===== src/rtl/clint_mhart.sv =====
// Multi-hart core-local interruptor: msip, mtimecmp and mtime registers with timer compare.
// Optional mtime prescaler enabled by defining CLINT_PRESCALE_EN (ticks once every DIV clocks).
module clint_mhart #(
  parameter int unsigned HARTS = 2,
  parameter int unsigned DIV   = 1
) (
  input  logic             clk,
  input  logic             rst,
  input  logic             clint_re_i,
  input  logic [15:0]      clint_raddr_i,
  output logic [63:0]      clint_rdata_o,
  output logic             clint_rvalid_o,
  output logic             clint_rerr_o,
  input  logic             clint_we_i,
  input  logic [15:0]      clint_waddr_i,
  input  logic [63:0]      clint_wdata_i,
  input  logic [7:0]       clint_wstrb_i,
  output logic             clint_werr_o,
  output logic [HARTS-1:0] msip,
  output logic [HARTS-1:0] mtip
);

  localparam logic [15:0] MtimeAddr = 16'hBFF8;
  localparam logic [15:0] CmpBase   = 16'h4000;

  logic [63:0]             mtime_q, mtime_d;
  logic [HARTS-1:0][63:0]  cmp_q, cmp_d;
  logic [HARTS-1:0]        msip_q, msip_d;
  logic [HARTS-1:0]        mtip_q, mtip_d;
  logic [63:0]             rdata_q;
  logic                    rvalid_q, rerr_q, werr_q;

  logic                    tick;
  logic [63:0]             wmask;
  logic                    rd_mtime, wr_mtime;
  logic [HARTS-1:0]        rd_msip, rd_cmp, wr_msip, wr_cmp;
  logic [HARTS:0][63:0]    rd_acc;
  logic                    rd_hit, wr_hit;

  assign wmask = {{8{clint_wstrb_i[7]}}, {8{clint_wstrb_i[6]}}, {8{clint_wstrb_i[5]}},
                  {8{clint_wstrb_i[4]}}, {8{clint_wstrb_i[3]}}, {8{clint_wstrb_i[2]}},
                  {8{clint_wstrb_i[1]}}, {8{clint_wstrb_i[0]}}};

  assign rd_mtime  = (clint_raddr_i == MtimeAddr);
  assign wr_mtime  = clint_we_i && (clint_waddr_i == MtimeAddr);
  assign rd_acc[0] = rd_mtime ? mtime_q : 64'd0;

  for (genvar h = 0; h < HARTS; h++) begin : g_hart
    localparam logic [15:0] MsipAddr = 16'(4 * h);
    localparam logic [15:0] CmpAddr  = CmpBase + 16'(8 * h);

    assign rd_msip[h] = (clint_raddr_i == MsipAddr);
    assign rd_cmp[h]  = (clint_raddr_i == CmpAddr);
    assign wr_msip[h] = clint_we_i && (clint_waddr_i == MsipAddr);
    assign wr_cmp[h]  = clint_we_i && (clint_waddr_i == CmpAddr);

    // Decodes are mutually exclusive, so an OR-chain forms the read mux.
    assign rd_acc[h+1] = rd_acc[h]
                       | (rd_cmp[h]  ? cmp_q[h] : 64'd0)
                       | (rd_msip[h] ? {63'd0, msip_q[h]} : 64'd0);

    assign cmp_d[h]  = wr_cmp[h] ? ((cmp_q[h] & ~wmask) | (clint_wdata_i & wmask)) : cmp_q[h];
    assign msip_d[h] = (wr_msip[h] && clint_wstrb_i[0]) ? clint_wdata_i[0] : msip_q[h];
    assign mtip_d[h] = (mtime_q >= cmp_q[h]);
  end

  assign rd_hit = rd_mtime | (|rd_msip) | (|rd_cmp);
  assign wr_hit = wr_mtime | (|wr_msip) | (|wr_cmp);

`ifdef CLINT_PRESCALE_EN
  logic [7:0] presc_q, presc_d;

  always_comb begin
    tick    = (presc_q == 8'(DIV - 1));
    presc_d = tick ? 8'd0 : presc_q + 8'd1;
    if (wr_mtime) begin
      presc_d = 8'd0;
    end
  end

  always_ff @(posedge clk or negedge rst) begin
    if (!rst) begin
      presc_q <= 8'd0;
    end else begin
      presc_q <= presc_d;
    end
  end
`else
  logic unused_div;
  assign unused_div = (DIV == 32'd0);
  assign tick       = 1'b1;
`endif

  // A software write to mtime wins over a coincident tick.
  always_comb begin
    mtime_d = mtime_q;
    if (wr_mtime) begin
      mtime_d = (mtime_q & ~wmask) | (clint_wdata_i & wmask);
    end else if (tick) begin
      mtime_d = mtime_q + 64'd1;
    end
  end

  always_ff @(posedge clk or negedge rst) begin
    if (!rst) begin
      mtime_q  <= 64'd0;
      cmp_q    <= '1;
      msip_q   <= '0;
      mtip_q   <= '0;
      rdata_q  <= 64'd0;
      rvalid_q <= 1'b0;
      rerr_q   <= 1'b0;
      werr_q   <= 1'b0;
    end else begin
      mtime_q  <= mtime_d;
      cmp_q    <= cmp_d;
      msip_q   <= msip_d;
      mtip_q   <= mtip_d;
      rvalid_q <= clint_re_i;
      rerr_q   <= clint_re_i && !rd_hit;
      werr_q   <= clint_we_i && !wr_hit;
      if (clint_re_i) begin
        rdata_q <= rd_acc[HARTS];
      end
    end
  end

  assign clint_rdata_o  = rdata_q;
  assign clint_rvalid_o = rvalid_q;
  assign clint_rerr_o   = rerr_q;
  assign clint_werr_o   = werr_q;
  assign msip           = msip_q;
  assign mtip           = mtip_q;

endmodule

===== config.mk =====
export PLATFORM = sky130hd
export DESIGN_NAME = clint_mhart
export DESIGN_NICKNAME = d
export VERILOG_FILES = /design/src/rtl/clint_mhart.sv
export SDC_FILE = /design/constraint.sdc
export NUM_CORES = 1
export LEC_CHECK = 0
export ABC_AREA = 1
export BUFFER_PORTS_ARGS = -buffer_cell sky130_fd_sc_hd__buf_2
export CAP_MARGIN = 20
export CORE_ASPECT_RATIO = 0.5
export CORE_MARGIN = 4
export CORE_UTILIZATION = 42
export CTS_BUF_LIST = sky130_fd_sc_hd__clkbuf_4
export CTS_CLUSTER_SIZE = 24
export DETAILED_ROUTE_END_ITERATION = 8
export HOLD_SLACK_MARGIN = 0.12
export SYNTH_ARGS = -nofsm -noshare
export SYNTH_HDL_FRONTEND = slang
export SYNTH_SLANG_ARGS = --single-unit

===== constraint.sdc =====
create_clock -name clk -period 1.8 [get_ports clk]
set_input_delay 0.36 -clock clk [delete_from_list [all_inputs] [get_ports clk]]
set_output_delay 0.36 -clock clk [all_outputs]
set_load 0.01 [all_outputs]

==> out/qor.json <==
{
  "timing": {
    "timing.fmax_mhz": 525,
    "layout_worst_path_cycle_share": 1.06,
    "worstMarginPinSlew_ns": 0.917,
    "max_slew_margin": 0.389,
    "worst_hold_slack_ns": 0.170,
    "hold_violations": 0,
    "setup_repair_after_global_routing_missed_its_margin": "yes",
    "timing_max_transition_violations_final": 0,
    "clock_skew_ns": 0.0399,
    "period_minus_slack_ns": 1.91,
    "least_setup_slack_across_all_paths_after_layout_ns": -0.106,
    "timing.final.setup_violations": 3
  },
  "global_route": {
    "grt_start_max_net_pins": 46,
    "grt_first_pass_wirelength_microns": 100000,
    "grt.overflow.total": 0,
    "antenna_found_initial": 1,
    "first_global_vias": 17949,
    "track_usage": 0.280
  },
  "worst_setup_path": {
    "crit_required_ns": 2.45,
    "cpPeakStageDelay_ns": 0.48,
    "kind_of_cell_with_the_highest_combined_delay_on_the_critical_path": "simple AND/OR/NAND/NOR gates",
    "crit_type": "flop to flop",
    "setup.worst_path.end_class": "flop",
    "path_buf_inv": 1,
    "arrival_time_worst_endpoint_ns": 2.56,
    "worstPathCellList": "buf_4 -> ha_1 -> nand2_1 -> o21ai_1 -> nand2_1 -> o211ai_1 -> nor2_2 -> nand2_4 -> nand2_1 -> nand2_1",
    "worst_path_most_repeated_cell": "sky130_fd_sc_hd__nand2_1",
    "worst_setup_start_kind": "flop",
    "worstPathMaxFanout": 7,
    "critical_path.slowest_cell": "sky130_fd_sc_hd__dfrtp_2"
  },
  "logic_synthesis": {
    "fraction_of_registers_with_async_set_or_reset_after_synthesis": 1.00,
    "postSynth.topFlopCell": "sky130_fd_sc_hd__dfrtp_1",
    "top_area_cells_in_the_synthesized_netlist": "sky130_fd_sc_hd__dfrtp_1 19%, sky130_fd_sc_hd__dfstp_2 19%, sky130_fd_sc_hd__nand2_1 16%",
    "yosysMostFrequentCell": "sky130_fd_sc_hd__nand2_1",
    "synth.largest_area_cell": "sky130_fd_sc_hd__dfrtp_1",
    "netlist.area_leader.share": 0.193,
    "postSynthCellCount": 2438,
    "synth_nets": 2675,
    "postSynthAreaPerCell_sq_um": 7.20,
    "post_synth_most_frequent_cells": "749 x sky130_fd_sc_hd__nand2_1, 343 x sky130_fd_sc_hd__inv_1, 240 x sky130_fd_sc_hd__nor2_1, 225 x sky130_fd_sc_hd__o21ai_0, 135 x sky130_fd_sc_hd__dfrtp_1",
    "synth.ff_latch_count": 263,
    "synth.yosys.seq_area_share": 0.384,
    "synthesis.area_sq_um": 17500,
    "synth-edff-count": 0,
    "yosysWarnings": 0,
    "yosys.cell_types.count": 44
  },
  "drt": {
    "detailroute.via_count": 18663,
    "drt_pre_antenna_iters": 6,
    "route.detailed.wl_per_inst_microns": 17.9,
    "drt_iter0_markers": 1493,
    "mean_number_of_vias_per_cell": 5.08,
    "number_of_antenna_violating_nets_in_the_routed_design": 0,
    "drt_wl_total_microns": 65900,
    "drc_errors_left": 0
  },
  "status": {
    "outcome": "finished with violations",
    "failed_checks": "setup timing"
  },
  "worst_hold_path": {
    "hold_class": "primary input to flop"
  },
  "flow_run": {
    "max_cap_violations": 0
  },
  "cells_and_area": {
    "synthesis_to_finish_area_growth_pct": 44.5,
    "finish.utilization": 0.620,
    "finalNetCount": 3318,
    "drive_gt1_frac": 0.355
  },
  "clock_network": {
    "cts-root-buf": "sky130_fd_sc_hd__clkbuf_4",
    "cts_tree": "yes",
    "cts_num_sinks": 263,
    "h-tree-depth": 3,
    "cts_made_buffers": 68,
    "cts.path.max_buffers": 3,
    "insertion_delay_ns": 0.78,
    "clk_pin_slew_ns": 0.07
  },
  "placed_design": {
    "gp_congestion": 0.970,
    "port_buffers": 178,
    "post-dp-hpwl_microns": 48100
  },
  "floorplan": {
    "num_io_pins": 179,
    "std_cell_rows": 52,
    "start_util": 0.429,
    "die_width_microns": 297,
    "fp.coreArea_sq_um": 40900,
    "die_h_microns": 153,
    "fp.dieArea_sq_um": 45300
  },
  "power": {
    "worst_ir_drop_vdd_mv": 0.343,
    "leakage_nw": 12.5,
    "power-per-cell-area_nw_per_um2": 532,
    "post-layout-total-power_w": 0.0135
  }
}
-- cell usage in the layout, fill, tap and decap left out, drive strengths merged, types with 4 or more instances in the layout --
master | Yosys | final
nand2 | 750 | 750
buf | 35 | 533
inv | 347 | 351
nor2 | 254 | 254
o21ai | 243 | 243
dfrtp | 135 | 135
ha | 129 | 129
dfstp | 128 | 128
clkbuf | 33 | 108
dlygate4sd3 | 0 | 107
nand3 | 92 | 92
a21oi | 77 | 77
nand4 | 48 | 48
o211ai | 45 | 45
xor2 | 22 | 22
xnor2 | 22 | 22
nor3 | 22 | 22
o22ai | 19 | 19
nand3b | 7 | 7
clkinv | 1 | 7
and2 | 7 | 7
nor4 | 6 | 6
o21a | 4 | 4
or2 | 4 | 4
-- per-layer routing --
layer | share of wire | track usage
met2 | 0.44 | 0.424
met1 | 0.47 | 0.416
met3 | 0.078 | 0.0534
met5 | 0 | 0
met4 | 0.019 | 0.0627
-- cells by family (layout without fill, tap and decap cells) --
kind of cell | count (synthesis) | after routing | share of synthesized area
buf+inv | 416 | 1109 | 0.0938
flops | 263 | 263 | 0.384
fa+ha+maj | 129 | 129 | 0.0920
compound gates | 394 | 394 | 0.122
simple gates | 1192 | 1192 | 0.286
other cells | 0 | 1 | 0
xor+xnor | 44 | 44 | 0.0220
-- metrics by stage --
stage	TNS [ns]	setup slack [ns]	cell area (sq um)	instances
final	-0.159	-0.106	25300	3672
after detailed placement	-24.99	-0.504	21300	3393
after global routing	-1.45	-0.184	25300	3672
after global placement	-20.50	-0.538	21300	3393
after CTS	-0.256	-0.117	23900	3641
after floorplan	0	0.0890	17500	2438
-- path summary, 6_finish.rpt --
kind | cells after the start | endpoint | slack (ns) | from
max in group asynchronous | 3 | async pin | 0.36 | rst
worst min-delay path | 7 | clint_rdata_o[0]$_DFFE_PN0P_ | 0.17 | clint_raddr_i[5]
min in group asynchronous | 2 | async pin | 0.38 | rst
worst max-delay path | 10 | mtip[0]$_DFF_PN0_ | -0.11 | flop
worst min register to register | 2 | clint_rdata_o[6]$_DFFE_PN0P_ | 0.47 | clint_rdata_o[6]$_DFFE_PN0P_
worst max register to register | 10 | mtip[0]$_DFF_PN0_ | -0.11 | flop
-- timing repair --
| action | 4_1_cts | 5_1_grt |
|---|---|---|
| hold endpoints to repair | 392 | 0 |
| buffers inserted | 19 | 32 |
| pin swaps | 23 | 85 |
| resized for setup | 115 | 314 |
| hold buffers | 109 | 0 |
| setup endpoints to repair | 51 | 72 |
-- area by class of cell --
type	instances	area (sq um)
Clock buffer	108	811
Fill cell	3761	15500
Tap cell	540	676
Sequential cell	263	6790
Multi-Input combinational cell	1759	10700
Antenna cell	1	2.50
Inverter	348	1310
Clock inverter	12	98.8
Timing Repair Buffer	641	5010
-- worst min-delay path: stages --
cell and delay (ns):
sky130_fd_sc_hd__buf_2 0.11, sky130_fd_sc_hd__nand2_1 0.05, sky130_fd_sc_hd__nor3_1 0.06, sky130_fd_sc_hd__nand3_1 0.06
sky130_fd_sc_hd__nand2_1 0.06, sky130_fd_sc_hd__nor2_1 0.10, sky130_fd_sc_hd__a21oi_1 0.07
-- power by group --
| part | switching, W | internal, W |
|---|---|---|
| logic | 0.000913 | 0.000735 |
| registers | 0.000106 | 0.00600 |
| clock network | 0.00272 | 0.00300 |
Power figures use the tool's default switching activity.
